File: config.mk
export PLATFORM = sky130hd
export DESIGN_NAME = l2_prefetch_fill_ctrl
export DESIGN_NICKNAME = d
export VERILOG_FILES = /design/src/rtl/prefetch_pkg.sv /design/src/rtl/prefetch_wr_mux.sv /design/src/rtl/l2_prefetch_fill_ctrl.sv
export SDC_FILE = /design/constraint.sdc
export NUM_CORES = 1
export LEC_CHECK = 0
export ABC_AREA = 1
export CAP_MARGIN = 10
export CORE_ASPECT_RATIO = 1.2
export CORE_UTILIZATION = 50
export CTS_CLUSTER_SIZE = 30
export DETAILED_ROUTE_END_ITERATION = 10
export HOLD_SLACK_MARGIN = 0.08
export PLACE_DENSITY = 0.81
export SLEW_MARGIN = 20
export SYNTH_ARGS = -nofsm -noshare
export SYNTH_HDL_FRONTEND = slang
export SYNTH_SLANG_ARGS = --single-unit
export TNS_END_PERCENT = 1
File: constraint.sdc
create_clock -name CLK -period 2.3 [get_ports CLK]
set_input_delay 0.46 -clock CLK [delete_from_list [all_inputs] [get_ports CLK]]
set_output_delay 0.46 -clock CLK [all_outputs]
set_load 0.005 [all_outputs]
File: src/rtl/prefetch_pkg.sv
// Shared types, geometry and address helpers for the L2 prefetch buffer.
package prefetch_pkg;

  localparam int LINE_WORDS = 8;                   // words per fill burst
  localparam int IDX_W      = 7;                   // buffer index width (word granular)
  localparam int ADDR_W     = 26;                  // word address [27:2]
  localparam int DATA_W     = 32;
  localparam int OFF_W      = $clog2(LINE_WORDS);  // word-in-line offset
  localparam int SET_W      = IDX_W - OFF_W;       // line index inside the buffer
  localparam int TAG_W      = ADDR_W - IDX_W;

  typedef enum logic [2:0] {
    ST_INIT,
    ST_IDLE,
    ST_REQ,
    ST_FILL,
    ST_DRAIN
  } state_t;

  // Word address split as seen by the buffer: {tag, line index, word offset}.
  typedef struct packed {
    logic [TAG_W-1:0] tag;
    logic [SET_W-1:0] set;
    logic [OFF_W-1:0] off;
  } addr_split_t;

  // One write-port request; last marks the final word of a fill.
  typedef struct packed {
    logic              vld;
    logic [ADDR_W-1:0] a;
    logic [DATA_W-1:0] d;
    logic [3:0]        m;
    logic              clr;
    logic              last;
  } wr_req_t;

  function automatic addr_split_t addr_split(input logic [ADDR_W-1:0] a);
    return addr_split_t'(a);
  endfunction

  // True when both word addresses fall in the same aligned line.
  function automatic logic same_line(input logic [ADDR_W-1:0] a,
                                     input logic [ADDR_W-1:0] b);
    logic [ADDR_W-1:0] x;
    x = a ^ b;
    return (x >> OFF_W) == '0;
  endfunction

  // Critical-word-first address: offset wraps inside the aligned line.
  function automatic logic [ADDR_W-1:0] fill_addr(input logic [ADDR_W-1:0] base,
                                                  input logic [OFF_W-1:0]  cnt);
    addr_split_t s;
    s     = addr_split(base);
    s.off = s.off + cnt;
    return s;
  endfunction

endpackage

File: src/rtl/prefetch_wr_mux.sv
// Write-port arbiter: sweep > snoop > fill, with a one-entry skid for fill
// words displaced by a snoop. All port outputs come straight from flops.
module prefetch_wr_mux
  import prefetch_pkg::*;
(
  input  logic    i_clk,
  input  logic    i_rst_n,
  input  wr_req_t i_sweep,
  input  wr_req_t i_snoop,
  input  wr_req_t i_fill,
  input  logic    i_kill,   // snoop hit the line being filled: drop queued fill data
  output wr_req_t o_wr
);

  wr_req_t r_out, r_skid;
  wr_req_t w_out, w_skid;

  // Select the next port write and the next skid content.
  always_comb begin
    w_out  = '0;
    w_skid = r_skid;
    if (i_sweep.vld) begin
      // the sweep invalidates everything, so a parked fill word is moot
      w_out  = i_sweep;
      w_skid = '0;
    end else if (i_snoop.vld) begin
      w_out = i_snoop;
      if (i_kill)
        w_skid = '0;
      else if (!r_skid.vld)
        w_skid = i_fill;
      // relies on snoop spacing: skid is drained before the next snoop lands
    end else if (r_skid.vld) begin
      // keep fill order: oldest word first, newcomer takes the skid slot
      w_out  = r_skid;
      w_skid = i_fill;
    end else begin
      w_out = i_fill;
    end
    if (!w_out.vld)
      w_out = '0;
  end

  // Output and skid registers.
  always_ff @(posedge i_clk or negedge i_rst_n) begin
    if (!i_rst_n) begin
      r_out  <= '0;
      r_skid <= '0;
    end else begin
      r_out  <= w_out;
      r_skid <= w_skid;
    end
  end

  assign o_wr = r_out;

endmodule

File: src/rtl/l2_prefetch_fill_ctrl.sv
// L2 prefetch buffer write-port sequencer: invalidate sweep, wrapping line
// fills from memory, and snoop write merging.
module l2_prefetch_fill_ctrl
  import prefetch_pkg::*;
(
  input  logic              CLK,
  input  logic              nRST,
  input  logic              MissReq,
  input  logic [ADDR_W-1:0] MissA,
  input  logic              Flush,
  input  logic              SnWR,
  input  logic [ADDR_W-1:0] SnA,
  input  logic [DATA_W-1:0] SnD,
  input  logic [3:0]        SnM,
  output logic              MemReq,
  output logic [ADDR_W-1:0] MemA,
  input  logic              MemAck,
  input  logic              MemRDV,
  input  logic [DATA_W-1:0] MemRD,
  output logic [ADDR_W-1:0] WRA,
  output logic [DATA_W-1:0] WRD,
  output logic              WR,
  output logic [3:0]        WRM,
  output logic              CLR,
  output logic              Busy,
  output logic              FillDone
);

  state_t            r_state, w_nxt;
  logic [IDX_W:0]    r_cnt;         // sweep index; MSB set = sweep complete
  logic [OFF_W-1:0]  r_wcnt;        // burst word counter
  logic [ADDR_W-1:0] r_base;        // miss address, also drives MemA
  logic              r_flush_pend;
  logic              r_drop;        // snoop hit while still requesting
  logic              r_memreq;
  logic              r_busy;

  logic    w_rdv_last, w_sn_hit, w_flush_any, w_fill_ok, w_kill;
  wr_req_t w_sweep, w_snoop, w_fill, w_wr;

  // Next-state decode and fill-write qualification.
  always_comb begin
    w_nxt       = r_state;
    w_fill_ok   = 1'b0;
    w_kill      = 1'b0;
    w_rdv_last  = MemRDV && (r_wcnt == OFF_W'(LINE_WORDS-1));
    w_sn_hit    = SnWR && same_line(SnA, r_base);
    w_flush_any = Flush || r_flush_pend;
    case (r_state)
      ST_INIT:  if (r_cnt[IDX_W]) w_nxt = ST_IDLE;
      ST_IDLE: begin
        if (Flush)        w_nxt = ST_INIT;   // flush beats a same-cycle miss
        else if (MissReq) w_nxt = ST_REQ;
      end
      ST_REQ: begin
        if (MemAck)
          w_nxt = (w_flush_any || r_drop || w_sn_hit) ? ST_DRAIN : ST_FILL;
      end
      ST_FILL: begin
        if (w_flush_any || w_sn_hit) begin
          w_kill = w_sn_hit;
          if (w_rdv_last) w_nxt = w_flush_any ? ST_INIT : ST_IDLE;
          else            w_nxt = ST_DRAIN;
        end else if (MemRDV) begin
          w_fill_ok = 1'b1;
          if (w_rdv_last) w_nxt = ST_IDLE;
        end
      end
      ST_DRAIN: if (w_rdv_last) w_nxt = w_flush_any ? ST_INIT : ST_IDLE;
      default:  w_nxt = ST_INIT;
    endcase
  end

  // Write-port request sources.
  assign w_sweep = '{vld: (w_nxt == ST_INIT), a: ADDR_W'(r_cnt[IDX_W-1:0]),
                     d: '0, m: 4'hF, clr: 1'b1, last: 1'b0};
  assign w_snoop = '{vld: SnWR && (r_state != ST_INIT), a: SnA, d: SnD,
                     m: SnM, clr: 1'b0, last: 1'b0};
  assign w_fill  = '{vld: w_fill_ok, a: fill_addr(r_base, r_wcnt), d: MemRD,
                     m: 4'hF, clr: 1'b0, last: w_rdv_last};

  // Sequencer state, counters and memory-side request.
  always_ff @(posedge CLK or negedge nRST) begin
    if (!nRST) begin
      r_state      <= ST_INIT;
      r_cnt        <= '0;
      r_wcnt       <= '0;
      r_base       <= '0;
      r_flush_pend <= 1'b0;
      r_drop       <= 1'b0;
      r_memreq     <= 1'b0;
      r_busy       <= 1'b1;
    end else begin
      r_state <= w_nxt;
      // sweep index advances on every cycle that emits a sweep write
      r_cnt   <= (w_nxt == ST_INIT) ? r_cnt + 1'b1 : '0;
      if (r_state == ST_REQ && MemAck)
        r_wcnt <= '0;
      else if ((r_state == ST_FILL || r_state == ST_DRAIN) && MemRDV)
        r_wcnt <= r_wcnt + 1'b1;
      if (r_state == ST_IDLE && MissReq && !Flush)
        r_base <= MissA;
      r_flush_pend <= (w_nxt != ST_INIT) &&
                      (r_flush_pend ||
                       (Flush && (r_state inside {ST_REQ, ST_FILL, ST_DRAIN})));
      r_drop   <= (r_state == ST_REQ) && (r_drop || w_sn_hit);
      r_memreq <= (w_nxt == ST_REQ);
      r_busy   <= (w_nxt != ST_IDLE);
    end
  end

  prefetch_wr_mux u_wr_mux (
    .i_clk   (CLK),
    .i_rst_n (nRST),
    .i_sweep (w_sweep),
    .i_snoop (w_snoop),
    .i_fill  (w_fill),
    .i_kill  (w_kill),
    .o_wr    (w_wr)
  );

  assign WR       = w_wr.vld;
  assign WRA      = w_wr.a;
  assign WRD      = w_wr.d;
  assign WRM      = w_wr.m;
  assign CLR      = w_wr.clr;
  assign FillDone = w_wr.last;
  assign MemReq   = r_memreq;
  assign MemA     = r_base;
  assign Busy     = r_busy;

endmodule
Yosys cells after proc, flatten, opt, wreduce, memory -nomap -nowiden

Cells that the tools add are included.

Bits in writable memories: 0
Bits in read-only memories: 0
Bits in latches: 0
Memories: 0
Logic and storage cells: 85
Register bits: 174
Output and inout bits: 93
Bits of input ports: 127

Shift operators: 0
Order comparisons: 0
$add $sub $neg: 3
Multiply operators: 0
Multiplexer cells: 28
Bitwise logic cells: 1
Div/mod/pow operators: 0
Reductions and logical operators: 26
Equal/unequal tests: 7

Operators by type and width:

| kind                                                                     | count |
|---|---|
| 65-bit 2-to-1 mux                                                        | 8 |
| 3-bit 2-to-1 mux                                                         | 12 |
| 26-bit zero test                                                         | 1 |
| 26-bit bitwise XOR                                                       | 1 |
| 3-bit one-hot mux with 5 select lines                                    | 1 |
| 3-bit nonzero test                                                       | 4 |
| 1-bit logical AND                                                        | 10 |
| 3-bit by 2-bit == test with 1-bit output (second input constant)         | 3 |
| 8-bit by 1-bit adder with 8-bit output (second input constant)           | 1 |
| 8-bit 2-to-1 mux                                                         | 1 |
| 1-bit logical OR                                                         | 7 |
| 3-bit == test (second input constant)                                    | 2 |
| 3-bit zero test                                                          | 2 |
| 1-bit 2-to-1 mux                                                         | 6 |
| 3-bit by 1-bit adder with 3-bit output (second input constant)           | 1 |
| 3-bit adder                                                              | 1 |
| 3-bit by 1-bit == test with 1-bit output (second input constant)         | 1 |
| 3-bit by 1-bit inequality test with 1-bit output (second input constant) | 1 |
| 2-bit nonzero test                                                       | 1 |
| 1-bit zero test                                                          | 1 |

Longest topological paths before layout

Word-level depth: 10
Mapped depth: 16
Depth with buffers taken out: 15

Cells and area by module

Synthesis repeated with hierarchy kept, for this count alone.

Cells, all modules: 1437
Area total of the unflattened synthesis: 10004.6 µm²

By module, submodules not included:

| module                | times used | cells each | area each (µm²) |
|---|---|---|---|
| prefetch_wr_mux       | 1          | 1088       | 7320.8 |
| l2_prefetch_fill_ctrl | 1          | 349        | 2683.8 |

Worst setup path before layout

No wires, ideal clock.

Path type: register -> register
Start point: reg r_wcnt[0]
End point: reg u_wr_mux.r_out (netlist bit u_wr_mux.o_wr[35])
Setup time: 0.113 ns
Arrival: 1.899 ns
Path buffers: 2
Data required time: 2.187 ns
Path slack: 0.288 ns
Clock period less this slack: 2.012 ns
Cell stages (with the launch flop): 15
Cells stage by stage: dfrtp_1 > ha_1 > ha_1 > nand2_1 > inv_1 > nand2_1 > o211ai_1 > a21oi_2 > nand2_2 > nor2_4 > nand2_4 > buf_6 > buf_6 > nand3_1 > inv_2

RTL lines:

| what                   | line                         | RTL |
|---|---|---|
| from (decl)            | l2_prefetch_fill_ctrl.sv:31  | `logic [OFF_W-1:0] r_wcnt;` |
| from (signal assigned) | l2_prefetch_fill_ctrl.sv:100 | `r_wcnt <= r_wcnt + 1'b1;` |
| to (signal assigned)   | prefetch_wr_mux.sv:50        | `r_out <= w_out;` |
| to (decl)              | prefetch_wr_mux.sv:15        | `wr_req_t r_out, r_skid;` |

Worst setup path after layout

Start point: in SnA[21]
End point: reg r_flush_pend

Cells in the longest elaborated chain, start to end: 9
Elaborated cells on any way between the ends: 11
Those cells by class: mux (4); bitwise (1); reduce/logical (6)

Ends and longest elaborated chain:

| what                                      | line                         | RTL |
|---|---|---|
| from (decl)                               | l2_prefetch_fill_ctrl.sv:12  | `input logic [ADDR_W-1:0] SnA,` |
| 26-bit bitwise XOR (*)                    | prefetch_pkg.sv:45           | `x = a ^ b;` |
| 26-bit zero test (*)                      | prefetch_pkg.sv:46           | `return (x >> OFF_W) == '0;` |
| 1-bit logical AND (*)                     | l2_prefetch_fill_ctrl.sv:47  | `w_sn_hit = SnWR && same_line(SnA, r_base);` |
| 1-bit logical OR                          | l2_prefetch_fill_ctrl.sv:57  | `w_nxt = (w_flush_any \|\| r_drop \|\| w_sn_hit) ? ST_DRAIN : ST_FILL;` |
| 3-bit 2-to-1 mux                          | l2_prefetch_fill_ctrl.sv:57  |  |
| 3-bit 2-to-1 mux                          | l2_prefetch_fill_ctrl.sv:56  | `if (MemAck)` |
| 3-bit one-hot mux with 5 select lines (*) | l2_prefetch_fill_ctrl.sv:49  | `case (r_state)` |
| net w_nxt[2]                              | l2_prefetch_fill_ctrl.sv:29  | `state_t r_state, w_nxt;` |
| 3-bit nonzero test (*)                    | l2_prefetch_fill_ctrl.sv:103 | `r_flush_pend <= (w_nxt != ST_INIT) &&` |
| 1-bit logical AND (*)                     | l2_prefetch_fill_ctrl.sv:103 |  |
| to (signal assigned)                      | l2_prefetch_fill_ctrl.sv:103 |  |
| to (decl)                                 | l2_prefetch_fill_ctrl.sv:33  | `logic r_flush_pend;` |

Mark *: on every way through the listed nets, which the timed path passes. The rest lies on a longest branch.
A chain may end at the register's enable or synchronous reset.

==> impl_results.md <==
- Async SR Flop Fraction: 100%
- CTS tree: built
- Clk buf depth: 2
- Switching share of power: 38.7%
- Sequential-to-total area share from yosys stat: 49.1%
- Skew-Pair Late Insertion Delay: 430 ps
- Share of the synthesized area in the top cell type: 48.8%
- HP Start: SnA[16]
- Pleak: 5.88 nW
- # rows: 53
- Worst setup path start: SnA[21]
- Power per cell area: 976 nW/um^2
- Min Hold Slack: 472 ps
- Register share of total power: 32.1%
- Final Setup Violations: 0
- Clk slew on worst S/H paths: 70 ps
- Comb pwr share: 43.8%
- Relative slew slack: 66.6%
- CP Class: in2reg
- Share of cells above drive strength 1: 11.1%
- Area Overhead vs Synth: 39.6%
- Clk pwr share: 24.1%
- P_int: 7.41 mW
- Number of global-route vias before repair: 8,349
- Synth cell types: 39
- Number of synthesized flops with an enable pin: 0
- Top cells by count, synth: nand2_1, dfrtp_1, a21oi_1
- Yosys reg bits: 174
- Highest Clock Rate: 449 MHz
- Initial antenna violation count: 0
- Hold Vio Cnt, Final: 0
- Synth area leaders: dfrtp_1, nand2_1, a21oi_1
- Worst slew pin tran: 501 ps
- Outcome: complete, no violations
- Worst path required time: 2640 ps
- Placer Congestion: 0.893
- Post-Syn Area: 8880 sq um
- Period utilization: 96.7%
- All-Layer GR Usage: 28.5%
- Startpoint types: primary input
- Post-DRT Antenna Nets: 0
- Synth warnings: 0
- I/O pin total: 220
- RSZ-0062 raised after global routing: true
- H-Tree Depth: 4
- Final Non-Filler Cells: 1,594
- DR pass1 iterations: 5
- CTS Sinks: 174
- Max-cap violations: 0
- Via density: 5.35
- Count of input and output buffers: 219
- Core area: 17,400 sq um
- Dominant cell type by area after synthesis: dfrtp_1
- N_diodes: 0
- Worst clock skew: 11.5 ps
- Initial Utilization: 50.9%
- CP endpoint kind: flip-flop
- Cell total after placement: 1,556
- Fillers: 1,323
- Synthesized net count: 1,263
- Final min period: 2230 ps
- Clk root buf: clkbuf_16
- Placed wire-length estimate: 16,900 um
- First-pass GRT wire length: 40,500 um
- Initial DRC count: 686
- Drc violations: 0
- Crit path max fanout: 17
- Nets@finish: 1,494
- Ys flop type: dfrtp_1
- Die height: 148 um
- CP arrival: 2570 ps
- Syn Inst Count: 1,131
- Worst Hold Class: in2reg
- Max rail drop VDD: 0.653 mV
- CTS buffer count: 17
- Count leader, synth: nand2_1
- GRT Residual Overflow: 0
- Detailed-route via count: 8,528
- FF-to-FF Start: MemA[4]$_DFFE_PN0P_
- Largest net degree at the start of global routing: 59
- DR WL/cell: 16.0 um
- Die ar.: 18,300 sq um
- Syn_area_per_cell: 7.85 sq um
- Die width: 124 um
- Net Sw Power: 4.68 mW
- Final WL: 25,500 um
- Fin. max-slew vios: 0
routing by layer:
metal  part of all wire, %  track usage, %  vias up
met5                     0               0        -
met4                   4.0            14.2        0
met3                   6.6            3.86       66
met2                    49            47.4      385
met1                    40            36.0     3984
li1                      -               -     4093
cell usage in the layout, fill, tap and decap left out, types with 3 or more instances in the layout:
| master | netlist | layout |
|---|---|---|
| a21oi_1 | 141 | 139 |
| a21oi_2 | 1 | 3 |
| buf_12 | 0 | 13 |
| buf_4 | 0 | 39 |
| clkbuf_16 | 0 | 20 |
| clkdlybuf4s50_1 | 0 | 216 |
| clkinv_2 | 0 | 3 |
| clkinv_4 | 0 | 4 |
| dfrtp_1 | 173 | 172 |
| ha_1 | 4 | 4 |
| inv_1 | 100 | 98 |
| inv_2 | 23 | 23 |
| mux2_2 | 7 | 7 |
| mux2i_1 | 39 | 39 |
| nand2_1 | 263 | 260 |
| nand2_2 | 2 | 5 |
| nand3_1 | 45 | 43 |
| nand4_1 | 22 | 22 |
| nor2_1 | 132 | 129 |
| nor2_2 | 4 | 3 |
| nor2_4 | 2 | 6 |
| nor3_1 | 3 | 3 |
| o21ai_0 | 79 | 78 |
| or2_2 | 4 | 4 |
| xor2_1 | 3 | 3 |
area by class of cell:
type,count,area (sq um),share of cell area (%)
multi-input combinational,767,3810,30.8
tap,220,275,2.22
timing repair buffer,278,2880,23.2
clock buffer,19,453,3.65
inverter,124,479,3.87
sequential,174,4360,35.2
clock inverter,12,138,1.11
worst paths after layout:
check	endpoint	slack, ps	cells after the start
hold / removal	u_wr_mux.o_wr[54]$_DFF_PN0_	470	5
setup / recovery	r_flush_pend$_DFF_PN0_	70	16
min in group asynchronous	u_wr_mux.o_wr[13]$_DFF_PN0_	480	2
setup reg to reg	r_flush_pend$_DFF_PN0_	120	15
max in group asynchronous	MemA[17]$_DFFE_PN0P_	1150	3
hold reg to reg	u_wr_mux.r_skid[28]$_DFFE_PN0P_	530	2
power groups by stage:
stage / logic, mW / clock network [mW] / registers (mW)
after global routing: 5.77 / 3.08 / 3.94
after floorplan: 2.84 / 0 / 3.88
after CTS: 4.85 / 2.95 / 3.88
after detailed placement: 4.80 / 0 / 3.93
after global placement: 4.70 / 0 / 3.92
final: 5.29 / 2.92 / 3.88
what timing repair did:
item,CTS,global route
gates resized for setup,2,21
buffers inserted,0,3
pin swaps,0,5
setup endpoints to repair,2,131
cloned,0,3
hold buffers,1,0
endpoints found under the hold margin,29,0
per-stage QoR:
step	setup slack [ps]	setup TNS (ps)	total power, mW	instance area, sq um	utilization [%]
2_1_floorplan	288	0	6.72	8880	-
3_3_place_gp	-359	-41850	8.62	11600	66.7
3_5_place_dp	-393	-45840	8.73	11600	66.7
4_1_cts	30.7	0	11.7	12200	70.1
5_1_grt	-58.0	-1240	12.8	12400	71.1
6_report	74.8	0	12.1	12400	71.1
state kept, by name, indices dropped and copies added, names as in the netlist:
name / cells
u_wr_mux.o_wr: 65
u_wr_mux.r_skid: 65
MemA: 26
r_cnt: 8
r_state: 3
r_wcnt: 3
Busy: 1
MemReq: 1
r_drop: 1
r_flush_pend: 1
worst max-delay path, stage by stage:
cell and delay (ps):
clkdlybuf4s50_1 470, inv_1 80, nand2_1 90, o21ai_0 100, nor2_1 120, nand2_1 90
nor2_4 150, nand3_4 110, nand2_1 90, nand2_1 60, nand2_2 90, nor2_4 50
nand2_4 140, clkinv_8 110, clkbuf_16 210, nor3_1 130
cells by family (layout without fill, tap and decap cells):
group / Yosys count / after routing / synth area share [%]
buf+inv: 190 / 433 / 8.74
simple gates: 486 / 486 / 22.8
flops: 174 / 174 / 49.1
mux: 46 / 46 / 5.29
compound gates: 226 / 226 / 12.9
fa+ha+maj: 5 / 5 / 0.789
xor+xnor: 4 / 4 / 0.395
Power figures use the tool's default switching activity.
